**src/rtl/icache_direct.sv**
```systemverilog
// Direct-mapped, read-only, one-word-per-line instruction cache with zero-cycle hits
// and single-word fills from the memory arbiter, plus hit/miss performance counters.
module icache_direct #(
  parameter int SETS  = 16,
  parameter int IDX_W = $clog2(SETS)
) (
  input  logic        CLK,
  input  logic        nRST,
  input  logic        imemREN,
  input  logic [31:0] imemaddr,
  output logic        ihit,
  output logic [31:0] imemload,
  output logic        iREN,
  output logic [31:0] iaddr,
  input  logic        iwait,
  input  logic [31:0] iload,
  output logic [31:0] hit_count,
  output logic [31:0] miss_count
);
  localparam int TAG_W = 30 - IDX_W;

  typedef enum logic {IDLE, FETCH} state_t;

  state_t            state_reg, state_next;
  logic [29:0]       missaddr_reg, missaddr_next;
  logic [31:0]       hit_count_reg, hit_count_next;
  logic [31:0]       miss_count_reg, miss_count_next;
  logic [SETS-1:0]   valid_reg;
  logic [SETS-1:0]   valid_set;
  logic [TAG_W-1:0]  tag_arr [SETS];
  logic [31:0]       data_arr [SETS];

  logic [IDX_W-1:0]  idx, miss_idx;
  logic [TAG_W-1:0]  tag, miss_tag;
  logic              hit, fill_en;
  logic              unused_byte_offset;

  assign idx      = imemaddr[IDX_W+1:2];
  assign tag      = imemaddr[31:IDX_W+2];
  assign miss_idx = missaddr_reg[IDX_W-1:0];
  assign miss_tag = missaddr_reg[29:IDX_W];
  assign unused_byte_offset = ^imemaddr[1:0];

  assign hit_count  = hit_count_reg;
  assign miss_count = miss_count_reg;

  always_comb begin
    state_next      = state_reg;
    missaddr_next   = missaddr_reg;
    hit_count_next  = hit_count_reg;
    miss_count_next = miss_count_reg;
    hit             = 1'b0;
    fill_en         = 1'b0;
    ihit            = 1'b0;
    imemload        = 32'd0;
    iREN            = 1'b0;
    iaddr           = 32'd0;
    case (state_reg)
      IDLE: begin
        hit  = imemREN & valid_reg[idx] & (tag_arr[idx] == tag);
        ihit = hit;
        if (hit) begin
          imemload       = data_arr[idx];
          hit_count_next = hit_count_reg + 32'd1;
        end else if (imemREN) begin
          missaddr_next   = imemaddr[31:2];
          miss_count_next = miss_count_reg + 32'd1;
          state_next      = FETCH;
        end
      end
      FETCH: begin
        // Fill always completes for the latched address, even if the PC moved on.
        iREN  = 1'b1;
        iaddr = {missaddr_reg, 2'b00};
        if (!iwait) begin
          fill_en    = 1'b1;
          state_next = IDLE;
        end
      end
      default: state_next = IDLE;
    endcase
  end

  genvar gi;
  generate
    for (gi = 0; gi < SETS; gi++) begin : g_valid_set
      assign valid_set[gi] = fill_en & (miss_idx == IDX_W'(gi));
    end
  endgenerate

  always_ff @(posedge CLK) begin
    if (!nRST) begin
      state_reg      <= IDLE;
      missaddr_reg   <= 30'd0;
      hit_count_reg  <= 32'd0;
      miss_count_reg <= 32'd0;
      valid_reg      <= '0;
    end else begin
      state_reg      <= state_next;
      missaddr_reg   <= missaddr_next;
      hit_count_reg  <= hit_count_next;
      miss_count_reg <= miss_count_next;
      valid_reg      <= valid_reg | valid_set;
    end
  end

  // Tag/data need no reset; a reset on the fill edge leaves the line invalid anyway.
  always_ff @(posedge CLK) begin
    if (nRST && fill_en) begin
      data_arr[miss_idx] <= iload;
      tag_arr[miss_idx]  <= miss_tag;
    end
  end
endmodule

```
**config.mk**
```make
export PLATFORM = sky130hd
export DESIGN_NAME = icache_direct
export DESIGN_NICKNAME = d
export VERILOG_FILES = /design/src/rtl/icache_direct.sv
export SDC_FILE = /design/constraint.sdc
export NUM_CORES = 1
export LEC_CHECK = 0
export ABC_AREA = 1
export CORE_ASPECT_RATIO = 1.2
export CORE_UTILIZATION = 30
export DETAILED_ROUTE_END_ITERATION = 16
export PLACE_DENSITY = 0.41
export SYNTH_ARGS = -nofsm -noshare
export SYNTH_HDL_FRONTEND = slang
export SYNTH_SLANG_ARGS = --single-unit
```
**constraint.sdc**
```tcl
create_clock -name CLK -period 6.9 [get_ports CLK]
set_input_delay 1.725 -clock CLK [delete_from_list [all_inputs] [get_ports CLK]]
set_output_delay 1.725 -clock CLK [all_outputs]
set_load 0.05 [all_outputs]
```
Word-level counts from Yosys, hierarchy flattened:

Memory sizes are Yosys's and may differ from the RTL's.
Cells that the tools add are included.

* flip-flop bits (word level): 111
* RAM bits: 928
* input port bits: 68
* output and inout port bits: 130
* memories kept: 2

Memories
* data_arr: depth 16, width 32, rd ports 1, clocked after Yosys merged registers in 0, write ports 1, line 31 `logic [31:0] data_arr [SETS];`
* tag_arr: depth 16, width 26, rd ports 1, clocked after Yosys merged registers in 0, write ports 1, line 30 `logic [TAG_W-1:0] tag_arr [SETS];`

* add/sub/neg operators: 2
* $lt $le $gt $ge: 1
* eq/ne operators: 16
* mux-type cells: 15
* bitwise logic cells: 21
* reductions and logical operators: 4

Operators by type and width (count)
* $mux W32: 3
* $add A32 B1 Y32 const B: 2
* $eq A4 B4 Y1 const B: 8
* $eq A26 B26 Y1: 1
* $and A1 B1 Y1: 18
* $eq A4 B3 Y1 const B: 4
* $or A16 B16 Y16: 1
* $mux W1: 10
* $eq A4 B2 Y1 const B: 2
* $lt A4 B5 Y1 const B: 1
* $bmux W1 S4: 1
* $eq A4 B1 Y1 const B: 1
* $logic_not A4 Y1: 1
* $reduce_and A3 Y1: 1
* $not A1 Y1: 2
* $pmux W1 S2: 1
* $reduce_and A2 Y1: 1
* $logic_and A1 B1 Y1: 1

Depth between registers and ports, before layout:

Gate-level depths: netlist of run 1.

* word-level depth: 6
* mapped depth: 24
* depth with buffers taken out: 19

Worst setup path before layout of run 1:

Ideal clock, no wire load.

* path kind: input -> output
* from: in imemaddr[3]
* to: out imemload[0]
* arrival: 4.474 ns
* slack: 0.701 ns
* cell stages on the path: 16
* path buffers: 3
* cell sequence: buf_4 > inv_2 > buf_4 > buf_2 > o211ai_1 > nand3_1 > nand3_1 > nand2_1 > nand2_1 > nand2_1 > nand2_1 > nor2_1 > nand3_2 > nor2_8 > nand2_2 > a211oi_1

* word-level cells in the longest chain between the ends: 6

Ends and longest elaborated chain
* start, declared: line 10 `input logic [31:0] imemaddr,`
* parallel branches: the longest is 4 deep, another holds $mem_v2 Z16 W26
* $mux W32 *: line 62 `if (hit) begin`
* $mux W32 *: line 58 `case (state_reg)`
* end, declared: line 12 `output logic [31:0] imemload,`

Mark *: on every way between the ends. The select of a mux whose other input is x is not followed.

Worst setup path in the final report of run 1:

* from: in imemaddr[2]
* to: out imemload[13]

Same word-level chain as after synthesis.

==> flow_summary_export.csv, run 1 <==
group,metric,value,unit
grt,grt_max_degree,96,
yosys,yosysTopAreaCell,"edfxtp_1",
placed_design,place_congestion,0.774,
route,wire_per_inst,21.6,um
route,viasPerCell,4.80,
yosys,yosysMostFrequentCell,"nand2_1",
setup_path,critPathBufInv,7,
route,drc_errors,0,
grt,grt.overflow.total,0,
run_status,status,"finished, final reports clean",
yosys,yosys_warnings,0,
power_and_ir_drop,power.total,13.7,mW
setup_path,path_delay_family,"buffers and inverters",
clocking,cts-hold-fix-buffers,0,
setup_path,startpoint,"imemaddr[2]",
timing,relSlewSlack,31.7,%
timing,fin_hold_ws,0.453,ns
setup_path,cp_slowest_cell,"a211oi_1",
clocking,clkTransAtPathRegs,0.06,ns
timing,skew,0.0294,ns
clocking,cts.root.buffer_cell,"clkbuf_16",
power_and_ir_drop,power.leakage,19.5,nW
timing,fmax,151,MHz
floorplan,die_h,423,um
yosys,netlist_area,44300,um2
grt,grt_pass1_vias,29155,
yosys,syn-mean-instance-area,10.6,um2
route,routed-via-count,30612,
placed_design,dp_slack,0.167,ns
setup_path,critPathKind,"input pin to output port",
setup_path,worstPathMaxFanout,36,
route,drt-total-wl,138,mm
clocking,cts_setup_buffers,0,
setup_path,timing.rr.start,"state_reg",
timing,hold_viol,0,
layout,nets,4408,
floorplan,num_io_pins,198,
setup_path,r2r_slack,2.77,ns
timing,setup_viol,0,
layout,utilization,35.9,%
timing,rsz0062_at_grt,"no",
setup_path,crit_path_cell_trace,"buf_8 > inv_8 > buf_12 > buf_4 > nor2_1 > nor2_1 > o21ai_1 > nand3_1 > nand3_1 > nand2_1 > nand2_1 > nand2_1 > nand2_1 > nor2_1 > nand3_2 > nor2_8 > nand2_2 > buf_12 > a211oi_1 > buf_4 > buf_12",
yosys,ys_types,37,
yosys,synth_common_cells,"1156 x nand2_1, 928 x edfxtp_1, 386 x inv_1, 343 x nand3_1, 323 x nor2_1",
yosys,synth-seq-cells,1039,
timing,setup-tns-final,0,ns
clocking,tritoncts,"done",
clocking,htree_num_levels,3,
hold_path,worstHoldStart,"valid_reg[8]",
power_and_ir_drop,peakVddDrop,0.196,mV
yosys,synthTopCellsByArea,"edfxtp_1 63%, nand2_1 9.8%, dfxtp_1 5.0%",
setup_path,startpoint_type,"input pin",
route,drt_pass1_iterations,6,
setup_path,slowest_delay,0.35,ns
grt,antenna_found_initial,9,
clocking,ctsResizeCount,0,
floorplan,rows,154,
clocking,clk_latency,0.74,ns
yosys,synth_cells,4170,
grt,grt_pass1_wl,201,mm
route,first_iter_violations,2084,
timing,period_needed,6.63,ns
hold_path,hold_path_class,"register to register",
setup_path,required,5.18,ns
power_and_ir_drop,p_per_area,260,nW/um2
setup_path,cp_common_cell,"nand2_1",
yosys,ys_seq_area_share,68.0,%
floorplan,dieWidth,353,um
layout,multiInputGateArea,11600,um2
placed_design,hpwlAfterDp,74.4,mm
timing,post-route-period-util,96.1,%
layout,seq_area,30100,um2
layout,largest_reg_flops,512,
layout,top_regs,"data_arr: 512 flops, tag_arr: 416 flops",
floorplan,dieArea,149000,um2
yosys,synthFlopType,"edfxtp_1",
timing,setup_ws,0.267,ns
placed_design,port_buffers,193,
layout,fillers,14559,
clocking,clk_path_buf_depth,3,
floorplan,core_area,147000,um2
clocking,numCtsBuffers,111,
layout,drive_gt1_share,8.33,%
setup_path,crit_arrival,4.91,ns
yosys,synth.top_cell.area_share,63.0,%
timing,slew_violations,0,
grt,grt_usage,18.2,%
yosys,synth-async-reset-ratio,0,%
setup_path,end_kind,"output port",
floorplan,start_util,30.2,%
route,ant_nets,0,
layout,areaGrowthSynthToFinish,19.0,%
job,maxCapViolations,0,
timing,tightest_slew,1.02,ns
layout,top_register,"data_arr",
clocking,cts_sinks,1039,
yosys,synth_edf_count,928,
## per-layer routing
metal,global-route usage [%],vias to the layer above,part of all wire (%)
met5,0,-,0.047
met4,5.12,10,2.2
met3,2.42,165,3.6
met2,30.9,533,49
met1,24.1,15244,45
li1,-,14660,-
## final cells by class
type                            count  share of cell area (%)
Antenna cell                        2                 0.00951
Clock buffer                      151                    5.87
Clock inverter                     52                   0.815
Inverter                          398                    2.88
Multi-Input combinational cell   2486                    22.0
Sequential cell                  1039                    57.1
Tap cell                         1950                    4.63
Timing Repair Buffer              302                    6.63
## kinds of logic after synthesis
family | after synthesis | synth area share [%]
simple gates | 2003 | 19.0
flops | 1039 | 68.0
buf+inv | 646 | 6.14
compound gates | 474 | 6.67
xor+xnor | 5 | 0.0989
fa+ha+maj | 2 | 0.0565
other cells | 1 | 0.00847
## report_power, final
part | leakage (nW) | switching, mW | internal (mW)
Combinational | 8.42 | 0.627 | 0.255
Clock | 1.73 | 2.54 | 3.32
Sequential | 9.31 | 0.0744 | 6.90
Total | 19.5 | 3.24 | 10.5
## cells in the final DEF, fill, tap and decap left out, types with 3 or more instances in the layout
master and count:
clkbuf_1 28, clkbuf_8 9, clkinv_2 20, a211oi_1 3, a21oi_1 246, xor2_1 5
o21ai_0 14, nand2_1 1156, nor4_1 9, inv_1 384, inv_2 8, edfxtp_1 928
a221oi_1 118, buf_12 66, buf_4 78, a211oi_2 5, nor3_1 74, nand3_1 343
nor2_1 307, o211ai_1 26, a31oi_1 6, dfxtp_1 110, o21ai_1 43, clkdlybuf4s50_1 154
nor3_2 26, nor2_4 16, clkbuf_16 115, clkinv_1 22, bufinv_16 5, nand4_1 62
o22ai_1 11
## tightest hold or removal path, delay by kind of cell, from the launching register on
family          cells  cell delay, ns
flops               1            0.32
compound gates      1            0.06
simple gates        1            0.04
## final timing paths
kind                    end  depth (start not counted)
max            imemload[13]                         21
min            valid_reg[8]                          2
max reg2reg  tag_arr[9][11]                          6
min reg2reg    valid_reg[8]                          2
## metrics by stage
step,area (um2),std cells
2_1_floorplan,44300,4171
3_3_place_gp,49100,6175
3_5_place_dp,49100,6175
4_1_cts,52600,6378
5_1_grt,52700,6380
6_report,52700,6380
(Power assumes the default switching activity.)
==> inputs of run 2 (changes only) <==
- SKIP_CTS_REPAIR_TIMING: default -> 1
==> results of run 2 <==
The final DEF is identical to that of run 1; final timing and power are the same.
